### config.mk
export PLATFORM = sky130hd
export DESIGN_NAME = fetch_unit
export DESIGN_NICKNAME = d
export VERILOG_FILES = /design/src/rtl/pipe_pkg.sv /design/src/rtl/fetch_pc_sel.sv /design/src/rtl/fetch_unit.sv
export SDC_FILE = /design/constraint.sdc
export NUM_CORES = 1
export LEC_CHECK = 0
export CORE_MARGIN = 2
export CORE_UTILIZATION = 40
export CTS_CLUSTER_DIAMETER = 80
export CTS_CLUSTER_SIZE = 25
export DETAILED_ROUTE_END_ITERATION = 8
export PLACE_DENSITY = 0.71
export SLEW_MARGIN = 0
export SYNTH_ARGS = -nofsm -noshare
export SYNTH_HDL_FRONTEND = slang
export SYNTH_HIERARCHICAL = 1
export SYNTH_SLANG_ARGS = --single-unit
### constraint.sdc
create_clock -name clk -period 3.3 [get_ports clk]
set_clock_uncertainty 0.1 [all_clocks]
set_input_delay 0.33 -clock clk [delete_from_list [all_inputs] [get_ports clk]]
set_output_delay 0.33 -clock clk [all_outputs]
set_load 0.005 [all_outputs]
### src/rtl/pipe_pkg.sv
// pipe_pkg: shared types and constants for the pipeline front end.
//   INSTR_W       - instruction / address width
//   NOP_INSTR     - bubble encoding shown when no instruction is held
//   fetch_state_t - fetch FSM state encoding
package pipe_pkg;

  localparam int INSTR_W = 32;

  localparam logic [INSTR_W-1:0] NOP_INSTR = 32'h0000_0000;

  // S_IDLE: nothing outstanding, S_WAIT: request outstanding,
  // S_DROP: outstanding request invalidated, S_HOLD: buffer valid
  typedef enum logic [1:0] {
    S_IDLE,
    S_WAIT,
    S_DROP,
    S_HOLD
  } fetch_state_t;

endpackage

### src/rtl/fetch_pc_sel.sv
// fetch_pc_sel: redirect priority and target selection for the fetch stage.
// Ports:
//   PCSrcW, ResultW             - Writeback redirect and its target
//   BranchTakenE, BranchTargetE - Execute redirect and its target
//   redir                       - any redirect this cycle
//   target                      - new PC when redir is high
module fetch_pc_sel
  import pipe_pkg::*;
(
  input  logic               PCSrcW,
  input  logic [INSTR_W-1:0] ResultW,
  input  logic               BranchTakenE,
  input  logic [INSTR_W-1:0] BranchTargetE,
  output logic               redir,
  output logic [INSTR_W-1:0] target
);

  // Writeback is the older instruction, so its PC write beats a branch
  // resolved in Execute when both arrive together.
  always_comb begin
    redir  = PCSrcW | BranchTakenE;
    target = PCSrcW ? ResultW : BranchTargetE;
  end

endmodule

### src/rtl/fetch_unit.sv
// fetch_unit: fetch stage in front of the Fetch-to-Decode register.
// Owns the PC, keeps at most one instruction-memory read outstanding,
// buffers the returned word and presents it to Decode.
// Ports:
//   clk, reset                    - clock, synchronous active-high reset
//   StallF                        - Decode will not capture InstrF this cycle
//   BranchTakenE, BranchTargetE   - Execute redirect
//   PCSrcW, ResultW               - Writeback redirect (higher priority)
//   imem_req, imem_addr           - request strobe and address to imem
//   imem_rdata, imem_valid        - response word and its one-cycle strobe
//   InstrF, PCPlus4F              - held instruction (or NOP) and its PC+4
//   FetchValidF, FetchBusyF       - instruction held / bubble Decode
module fetch_unit
  import pipe_pkg::*;
#(
  parameter logic [INSTR_W-1:0] RESET_PC  = 32'h0000_0000,
  parameter logic [INSTR_W-1:0] NOP_INSTR = pipe_pkg::NOP_INSTR
) (
  input  logic               clk,
  input  logic               reset,
  input  logic               StallF,
  input  logic               BranchTakenE,
  input  logic [INSTR_W-1:0] BranchTargetE,
  input  logic               PCSrcW,
  input  logic [INSTR_W-1:0] ResultW,
  output logic               imem_req,
  output logic [INSTR_W-1:0] imem_addr,
  input  logic [INSTR_W-1:0] imem_rdata,
  input  logic               imem_valid,
  output logic [INSTR_W-1:0] InstrF,
  output logic [INSTR_W-1:0] PCPlus4F,
  output logic               FetchValidF,
  output logic               FetchBusyF
);

  fetch_state_t       state;
  logic [INSTR_W-1:0] pc;
  logic [INSTR_W-1:0] buffer;
  logic [INSTR_W-1:0] req_addr;
  logic [INSTR_W-1:0] pc_plus4;
  logic [INSTR_W-1:0] issue_addr;
  logic [INSTR_W-1:0] target;
  logic               redir;
  logic               issue;

  fetch_pc_sel u_pc_sel (
    .PCSrcW        (PCSrcW),
    .ResultW       (ResultW),
    .BranchTakenE  (BranchTakenE),
    .BranchTargetE (BranchTargetE),
    .redir         (redir),
    .target        (target)
  );

  assign pc_plus4 = pc + 32'd4;

  // A request goes out from S_IDLE, or from S_HOLD in the very cycle Decode
  // takes the held word, so the next fetch overlaps the handoff. Any
  // redirect suppresses the request because the PC is about to change.
  always_comb begin
    issue      = 1'b0;
    issue_addr = pc;
    case (state)
      S_IDLE: issue = !redir;
      S_HOLD: begin
        issue      = !redir && !StallF;
        issue_addr = pc_plus4;
      end
      default: issue = 1'b0;
    endcase
  end

  // req_addr keeps the address on the bus for the whole life of the
  // request, even after a redirect has already moved the PC on (S_DROP).
  assign imem_req  = issue && !reset;
  assign imem_addr = issue ? issue_addr : req_addr;

  // Fetch FSM: PC, buffered word and outstanding-request tracking.
  // Redirects are checked first in every state so they always beat StallF.
  always_ff @(posedge clk) begin
    if (reset) begin
      state    <= S_IDLE;
      pc       <= RESET_PC;
      buffer   <= NOP_INSTR;
      req_addr <= RESET_PC;
    end else begin
      if (issue) begin
        req_addr <= issue_addr;
      end
      case (state)
        S_IDLE: begin
          if (redir) begin
            pc <= target;
          end else begin
            state <= S_WAIT;
          end
        end
        S_WAIT: begin
          if (redir) begin
            pc    <= target;
            state <= imem_valid ? S_IDLE : S_DROP;
          end else if (imem_valid) begin
            buffer <= imem_rdata;
            state  <= S_HOLD;
          end
        end
        S_DROP: begin
          if (redir) begin
            pc <= target;
          end
          if (imem_valid) begin
            state <= S_IDLE;
          end
        end
        S_HOLD: begin
          if (redir) begin
            pc     <= target;
            buffer <= NOP_INSTR;
            state  <= S_IDLE;
          end else if (!StallF) begin
            pc    <= pc_plus4;
            state <= S_WAIT;
          end
        end
        default: state <= S_IDLE;
      endcase
    end
  end

  // Outputs decode straight from registered state.
  always_comb begin
    FetchValidF = (state == S_HOLD);
    FetchBusyF  = !FetchValidF;
    InstrF      = FetchValidF ? buffer : NOP_INSTR;
    PCPlus4F    = pc_plus4;
  end

endmodule

Word level (Yosys, flattened, before mapping)
Index checks and enable logic that the tools add are counted.
- mux-type cells: 21
- eq/ne operators: 11
- bitwise logic cells: 1
- $add $sub $neg: 1
- reduce and logical (&&, ||, !) cells: 12
- operators by type and width (kind ; number):
    32-bit two-way mux ; 10
    32-bit one-hot mux with 2 select lines ; 2
    32-bit by 3-bit adder with 32-bit output (second input constant) ; 1
    2-bit two-way mux ; 7
    2-bit inequality test (second input constant) ; 4
    2-bit one-hot mux with 4 select lines ; 1
    4-bit AND reduction ; 2
    2-bit == test (second input constant) ; 2
    1-bit zero test ; 4
    2-bit by 1-bit inequality test with 1-bit output (second input constant) ; 2
    3-bit by 2-bit inequality test with 1-bit output (second input constant) ; 1
    3-bit inequality test (second input constant) ; 1
    3-bit OR reduction ; 1
    2-bit by 1-bit == test with 1-bit output (second input constant) ; 1
    1-bit logical AND ; 2
    2-bit zero test ; 1
    1-bit one-hot mux with 2 select lines ; 1
    2-bit AND reduction ; 1
    2-bit nonzero test ; 1
    1-bit bitwise OR ; 1
- word-level logic and storage cells: 50
- register bits after elaboration: 98
- bits of input ports: 102
- output and inout bits: 99

Longest topological paths before layout
Gate-level depths: netlist of run 1.
- depth after elaboration: 5
- depth in mapped cells: 11
- mapped depth without buffers: 7

By module
Netlist of run 1, hierarchy kept.
- by module, submodules not included (module ; area each (um2) ; instances ; cells an instance ; sequential area each (um2)):
    fetch_unit ; 5755.5 ; 1 ; 760 ; 1961.9
    fetch_pc_sel ; 546.8 ; 1 ; 37 ; 0.0

Worst setup path after synthesis of run 1
Ideal clock, no wire load.
- path type: input to output
- start point: input PCSrcW
- end point: output imem_addr[8]
- arrival: 2256 ps
- path slack: 614 ps
- data required time: 2870 ps
- path buffers: 6
- stages on the path: 10
- path through: buf_6 buf_12 or2_1 clkbuf_1 nor2_1 o21a_1 clkbuf_1 clkbuf_1 clkbuf_1 a21oi_1
- longest elaborated chain between the ends: 5
- ends and longest elaborated chain (what ; line ; RTL):
    start: declaration ; fetch_unit.sv:24 ; input logic PCSrcW,
    1-bit bitwise OR (*) ; fetch_pc_sel.sv:21 ; redir = PCSrcW | BranchTakenE;
    net redir ; fetch_unit.sv:43 ; logic redir;
    1-bit zero test (*) ; fetch_unit.sv:64, fetch_unit.sv:66 ;
    1-bit logical AND ; fetch_unit.sv:66 ; issue = !redir && !StallF;
    1-bit one-hot mux with 2 select lines (*) ; fetch_unit.sv:63 ; case (state)
    32-bit two-way mux (*) ; n/a ;
    end: declaration ; fetch_unit.sv:27 ; output logic [INSTR_W-1:0] imem_addr,
The timed path passes the listed nets; every way through them passes the cells marked *.

Worst setup path in the final report of run 1
- start point: register pc[7]
- end point: output imem_addr[21]
- longest elaborated chain between the ends: 3
- ends and longest elaborated chain (what ; line ; RTL):
    start: declaration ; fetch_unit.sv:37 ; logic [INSTR_W-1:0] pc;
    start signal: assignment ; fetch_unit.sv:93 ; pc <= target;
    start signal: assignment ; fetch_unit.sv:100 ; pc <= target;
    start signal: assignment ; fetch_unit.sv:109 ; pc <= target;
    32-bit by 3-bit adder with 32-bit output ; fetch_unit.sv:55 ; assign pc_plus4 = pc + 32'd4;
    32-bit two-way mux ; fetch_unit.sv:63 ;
    32-bit two-way mux ; n/a ;
Every way passes these cells.

==> results of run 1 <==
## path summary, 6_finish.rpt
| path | startpoint | to | slack [ns] | cells past startpoint |
|---|---|---|---|---|
| max | pc[7] | imem_addr[21] | 0.07 | 6 |
| min reg2reg | req_addr[1] | req_addr[1] | 0.37 | 2 |
| max reg2reg | state[1] | pc[30] | 0.55 | 7 |
| min | reset | req_addr[29] | 0.31 | 3 |
## cells in the final DEF, fill, tap and decap left out, types with 5 or more instances in the layout
cell,instances
a211oi_1,12
a21o_1,9
a21oi_1,46
a22oi_1,36
and2_1,42
and3_1,7
and4_1,7
buf_4,55
clkbuf_16,9
clkdlybuf4s50_1,198
dfxtp_1,84
dfxtp_2,14
inv_1,13
mux2_4,29
nand2_1,62
nand3_1,40
nand4_1,19
nor2_1,83
nor3_1,17
nor4_1,12
o211ai_1,5
o21ai_0,34
o311ai_0,7
xnor2_1,37
xor2_1,15
## cell type report
type | count | area (um^2)
Timing Repair Buffer | 257 | 2440
Sequential cell | 98 | 1980
Fill cell | 1418 | 6300
Tap cell | 211 | 264
Inverter | 15 | 56.3
Clock inverter | 5 | 62.6
Multi-Input combinational cell | 599 | 3970
Clock buffer | 11 | 243
## stage by stage
stage | cells | setup TNS, ns
finish | 1196 | 0
global route | 1196 | 0
CTS | 1184 | -0.00717
detailed placement | 1164 | 0
global placement | 1164 | 0
floorplan | 797 | 0
## cells by family (layout without fill, tap and decap cells)
logic type,count (synthesis),in the layout
AOI/OAI and AO/OA,189,189
buffers and inverters,100,288
xor gates and xnor gates,52,52
and+or+nand+nor,318,318
DFF,98,98
muxes,34,34
adders and majority gates,6,6
## routing by layer
layer	share of wire, %	global-route usage [%]	wire length [um]
met1	43	31.8	8960
met2	45	37.0	9340
met3	9.2	8.01	1910
met4	2.8	9.68	575
met5	0	0	0
## power by group through the flow
stage | clock [W] | combinational (W) | sequential, W
after floorplan | 0 | 0.000462 | 0.00132
after global placement | 0 | 0.000838 | 0.00136
after detailed placement | 0 | 0.000846 | 0.00136
after CTS | 0.00113 | 0.000852 | 0.00133
after global routing | 0.00119 | 0.000935 | 0.00135
final | 0.00111 | 0.000861 | 0.00134
## sequential cells by signal (all words and copies together), names as in the netlist
name	count
req_addr	32
state	2
pc	32
buffer	32
## timing repair
| action | in CTS | in global routing |
|---|---|---|
| pin swaps | 2 | 7 |
| gates resized for setup | 6 | 23 |
| buffers inserted | 4 | 12 |
| setup endpoints to repair | 7 | 25 |
## worst max-delay path, delay by kind of cell (launching register included)
kind                   cells  cell delay [ns]
flip-flops                 1             0.41
AND/OR/NAND/NOR            5             1.51
buffers and inverters      1             0.54
==> flow_metrics.py, run 1 <==
metrics = {
    "yosys": {
        "synth.most_common_cell": "dfxtp_1",
        "synthXorXnorAreaFrac_pct": 7.23,
        "synth_fp_nets": 905,
        "yosysSeqAreaShare_pct": 31.1,
        "synthAdderAreaFrac_pct": 1.19,
        "synthMuxAreaShare_pct": 7.76,
        "synth_compound_area_share_pct": 19.9,
        "synth_ff_type": "dfxtp_1",
        "synth_area_leader_cell": "dfxtp_1",
        "synth_area_um2": 6300,
        "yosysWarningCount": 6,
        "synth_top_area_share_pct": 31.1,
        "synthArstFlopShare_pct": 0,
        "synth_cells": 797,
        "synthTopCellsByCount": "dfxtp_1, nor2_1, nand2_1",
        "synth_top_family_by_area": "simple AND/OR/NAND/NOR gates",
        "synth.distinct_cells": 59,
        "yosys.area_share.simple_pct": 25.4,
        "synth_edf_count": 0,
        "synth_seq_cells": 98,
        "yosys-top-cells-area": "dfxtp_1, mux2_4, xnor2_1",
        "synth_area_per_cell_um2": 7.91,
    },
    "power": {
        "clockPowerShare_pct": 33.6,
        "swShare_pct": 28.7,
        "power.total_w": 0.00331,
        "p_per_area_nw_per_um2": 367,
        "comb_power_share_pct": 26.0,
        "internal_power_w": 0.00236,
        "switchingPower_w": 0.000950,
        "power.share.sequential_pct": 40.4,
        "leakage_nw": 3.32,
        "irDropWorstVdd_uv": 263,
    },
    "clock_network": {
        "cts_tree": "done",
        "clk_pin_slew_worst_paths_ns": 0.07,
        "clock-root-buffer": "clkbuf_16",
        "hold_buffers": 0,
        "cts_max_path_buffers": 2,
        "insertion_delay_ns": 0.36,
        "cts_sinks": 98,
        "numCtsBuffers": 9,
        "htreeDepth": 3,
    },
    "placed_design": {
        "placed_area_um2": 8500,
        "place_ws_ns": 0.325,
        "gp_congestion": 0.921,
        "dp_hpwl_um": 14900,
        "io_buffers": 200,
    },
    "detailed_routing": {
        "wire_per_inst_um": 17.4,
        "drc": 0,
        "totalWireLength_um": 20800,
        "drt_iter0_markers": 591,
        "num_vias": 6605,
        "firstDrtPassIters": 5,
        "vias_per_cell": 5.52,
        "ant_nets": 0,
    },
    "layout": {
        "post_route_cells_drive_above_1_share_pct": 14.3,
        "syn_to_final_growth_pct": 43.0,
        "fin_area_um2": 9010,
        "fin_util_pct": 58.9,
        "fin_nets": 1088,
        "insertedDiodeCount": 0,
    },
    "floorplan": {
        "die_width_um": 130,
        "rows": 45,
        "pin_count": 201,
        "start_util_pct": 41.2,
        "dieArea_um2": 16800,
        "core_region_area_um2": 15300,
        "die_h_um": 130,
    },
    "setup_path": {
        "cp-end-kind": "output port",
        "critical_path_arrival_ns": 2.80,
        "crit_slowest_cell": "or4_1",
        "max_stage_delay_ns": 0.54,
        "path_max_fanout": 8,
        "crit_type": "register to output port",
        "path_cells": "and4_2, nand4_1, or2_2, or4_1, nand3_1, clkdlybuf4s50_1",
        "start_kind": "register",
        "required_ns": 2.87,
    },
    "global_routing": {
        "antenna_found_initial": 0,
        "gr-total-overflow": 0,
        "grt_max_degree": 58,
        "first_global_vias": 6052,
        "grt_usage_pct": 24.3,
        "grt_pass1_wl_um": 32200,
    },
    "job": {
        "drv_cap": 0,
    },
    "timing": {
        "rsz0062_at_grt": "no",
        "hold_viol_final": 0,
        "worstMarginPinSlew_ns": 0.653,
        "finalSetupViolations": 0,
        "slew_violations": 0,
        "fin_ws_ns": 0.0651,
        "max_slew_margin_pct": 56.4,
        "period_share_pct": 98.0,
        "timing.hold.ws_ns": 0.310,
        "fin_crit_ns": 3.23,
        "max_clock_freq_mhz": 309,
    },
    "worst_hold_path": {
        "min_path_type": "input port to register",
    },
    "outcome": {
        "status": "complete, no violations",
    },
}
Note: power is estimated with default switching activity, not from simulation.
==> inputs of run 2 (changes only) <==
- CORE_MARGIN: 2 -> 1
==> run 2 against run 1 <==
Net effect: hold slack got worse by 0.025 ns; total power fell by 2.7%; critical path type unchanged; register-to-register slack barely moved; largest power group unchanged.
==> flow_metrics.py, run 2 (synthesized netlist as in run 1, its figures left out) <==
metrics = {
    "global_routing": {
        "first_global_vias": 5983,
        "grt_pass1_wl_um": 31900,
        "grt_max_degree": 57,
        "grt_usage_pct": 25.1,
        "antenna_found_initial": 1,
        "gr-total-overflow": 0,
    },
    "placed_design": {
        "io_buffers": 200,
        "place_ws_ns": 0.254,
        "gp_congestion": 0.918,
        "dp_cells": 1162,
        "dp_hpwl_um": 14500,
    },
    "floorplan": {
        "dieArea_um2": 16300,
        "pin_count": 201,
        "die_width_um": 128,
        "start_util_pct": 41.2,
        "core_region_area_um2": 15300,
        "rows": 45,
        "die_h_um": 128,
    },
    "clock_network": {
        "hold_buffers": 0,
        "cts_max_path_buffers": 2,
        "clk_pin_slew_worst_paths_ns": 0.07,
        "cts_tree": "done",
        "clock-root-buffer": "clkbuf_16",
        "htreeDepth": 3,
        "numCtsBuffers": 9,
        "insertion_delay_ns": 0.36,
        "cts_sinks": 98,
    },
    "timing": {
        "worstMarginPinSlew_ns": 0.669,
        "period_share_pct": 97.7,
        "fin_ws_ns": 0.0753,
        "hold_viol_final": 0,
        "finalSetupViolations": 0,
        "fin_crit_ns": 3.22,
        "max_clock_freq_mhz": 310,
        "max_slew_margin_pct": 55.3,
        "slew_violations": 0,
    },
    "layout": {
        "top_regs": "buffer: 32 flops, pc: 32 flops, req_addr: 32 flops",
        "insertedDiodeCount": 0,
        "final_common_cell": "clkdlybuf4s50_1",
        "final_cells": 1189,
        "post_route_cells_drive_above_1_share_pct": 13.1,
        "syn_to_final_growth_pct": 41.5,
        "n_fill_cell": 1462,
        "final_cell_mix": "clkdlybuf4s50_1, dfxtp_1, nor2_1, nand2_1, buf_4",
        "seq_area_um2": 1970,
        "fin_nets": 1081,
        "multi_input_area_um2": 3950,
    },
    "job": {
        "drv_cap": 0,
    },
    "detailed_routing": {
        "drc": 0,
        "wl_met1_um": 8820,
        "wl_met3_um": 1920,
        "totalWireLength_um": 20400,
        "drt_iter0_markers": 425,
        "firstDrtPassIters": 5,
        "routed.top_layer": "met4",
        "vias_per_cell": 5.47,
        "wire_per_inst_um": 17.1,
        "num_vias": 6508,
        "route.met2.wl_um": 9280,
        "ant_nets": 0,
    },
    "setup_path": {
        "crit_slowest_cell": "or4_1",
        "required_ns": 2.87,
        "start_kind": "register",
        "path_max_fanout": 7,
        "critPathBufInv": 1,
        "crit_type": "register to output port",
        "path_cells": "and4_4, nand4_1, or2_2, or4_1, nand3_1, clkdlybuf4s50_1",
        "cp-end-kind": "output port",
        "path_delay_family": "simple AND/OR/NAND/NOR gates",
        "critical_path_arrival_ns": 2.79,
        "max_stage_delay_ns": 0.54,
    },
    "power": {
        "irDropWorstVdd_uv": 268,
        "leakage_nw": 3.26,
        "p_per_area_nw_per_um2": 361,
    },
    "outcome": {
        "status": "complete, no violations",
    },
    "worst_hold_path": {
        "min_path_type": "input port to register",
    },
}
[run 2: cell types whose count changed in the layout (fill, tap and decap cells not counted), moves of 2 or more]
cell | before | now
and4_4 | 0 | 2
nor4_4 | 2 | 0
nor3_1 | 17 | 19
nor3_2 | 3 | 1
nor4_2 | 1 | 3
buf_4 | 55 | 48
and4_2 | 2 | 0
dfxtp_2 | 14 | 9
dfxtp_1 | 84 | 89
[run 2: through the flow]
| step | hold slack [ns] | utilization (%) | TNS [ns] | area, um^2 | total power [W] |
|---|---|---|---|---|---|
| final | 0.286 | 58.2 | 0 | 8920 | 0.00322 |
| after global routing | 0.292 | 58.2 | -0.0112 | 8920 | 0.00338 |
| after CTS | 0.270 | 57.4 | 0 | 8790 | 0.00324 |
| after detailed placement | 0.359 | 55.4 | 0 | 8480 | 0.00220 |
| after global placement | 0.353 | 55.4 | 0 | 8480 | 0.00219 |
| after floorplan | 0.344 | - | 0 | 6300 | 0.00178 |
[run 2: metal layers]
metal  vias up  GRT usage [%]
met3        29           8.04
met4         0           7.98
met1      3036           32.5
li1       3189              -
met2       254           39.5
met5         -              0
[run 2: layout make-up]
type,instances,area share [%]
Multi-Input combinational cell,599,44.3
Timing Repair Buffer,250,26.8
Sequential cell,98,22.1
Tap cell,211,2.96
Clock buffer,11,2.72
Inverter,15,0.673
Clock inverter,5,0.435
[run 2: power by group]
group / switching (W) / internal (W)
clock network: 0.000490 / 0.000537
logic: 0.000375 / 0.000484
registers: 0.0000746 / 0.00126
total: 0.000940 / 0.00228
[run 2: path summary, 6_finish.rpt]
check | startpoint | endpoint | slack, ns | cells after the start
hold reg to reg | req_addr[1] | req_addr[1] | 0.37 | 2
setup / recovery | pc[10] | imem_addr[21] | 0.08 | 6
setup reg to reg | state[1] | pc[30] | 0.54 | 8
hold / removal | reset | pc[30] | 0.29 | 3
[run 2: timing repair]
item,4_1_cts,5_1_grt
gates cloned,0,0
setup buffers,3,8
pin swaps,1,4
endpoints found under the setup margin,3,26
gates resized for setup,7,17
[run 2: worst register-to-register path, stage by stage, from the launching register on]
cell and delay [ns]:
dfxtp_1 0.46, ha_4 0.29, buf_4 0.36, a21boi_0 0.15
buf_4 0.17, or2_2 0.47, nand3_1 0.21, a21oi_1 0.08
or3_1 0.36
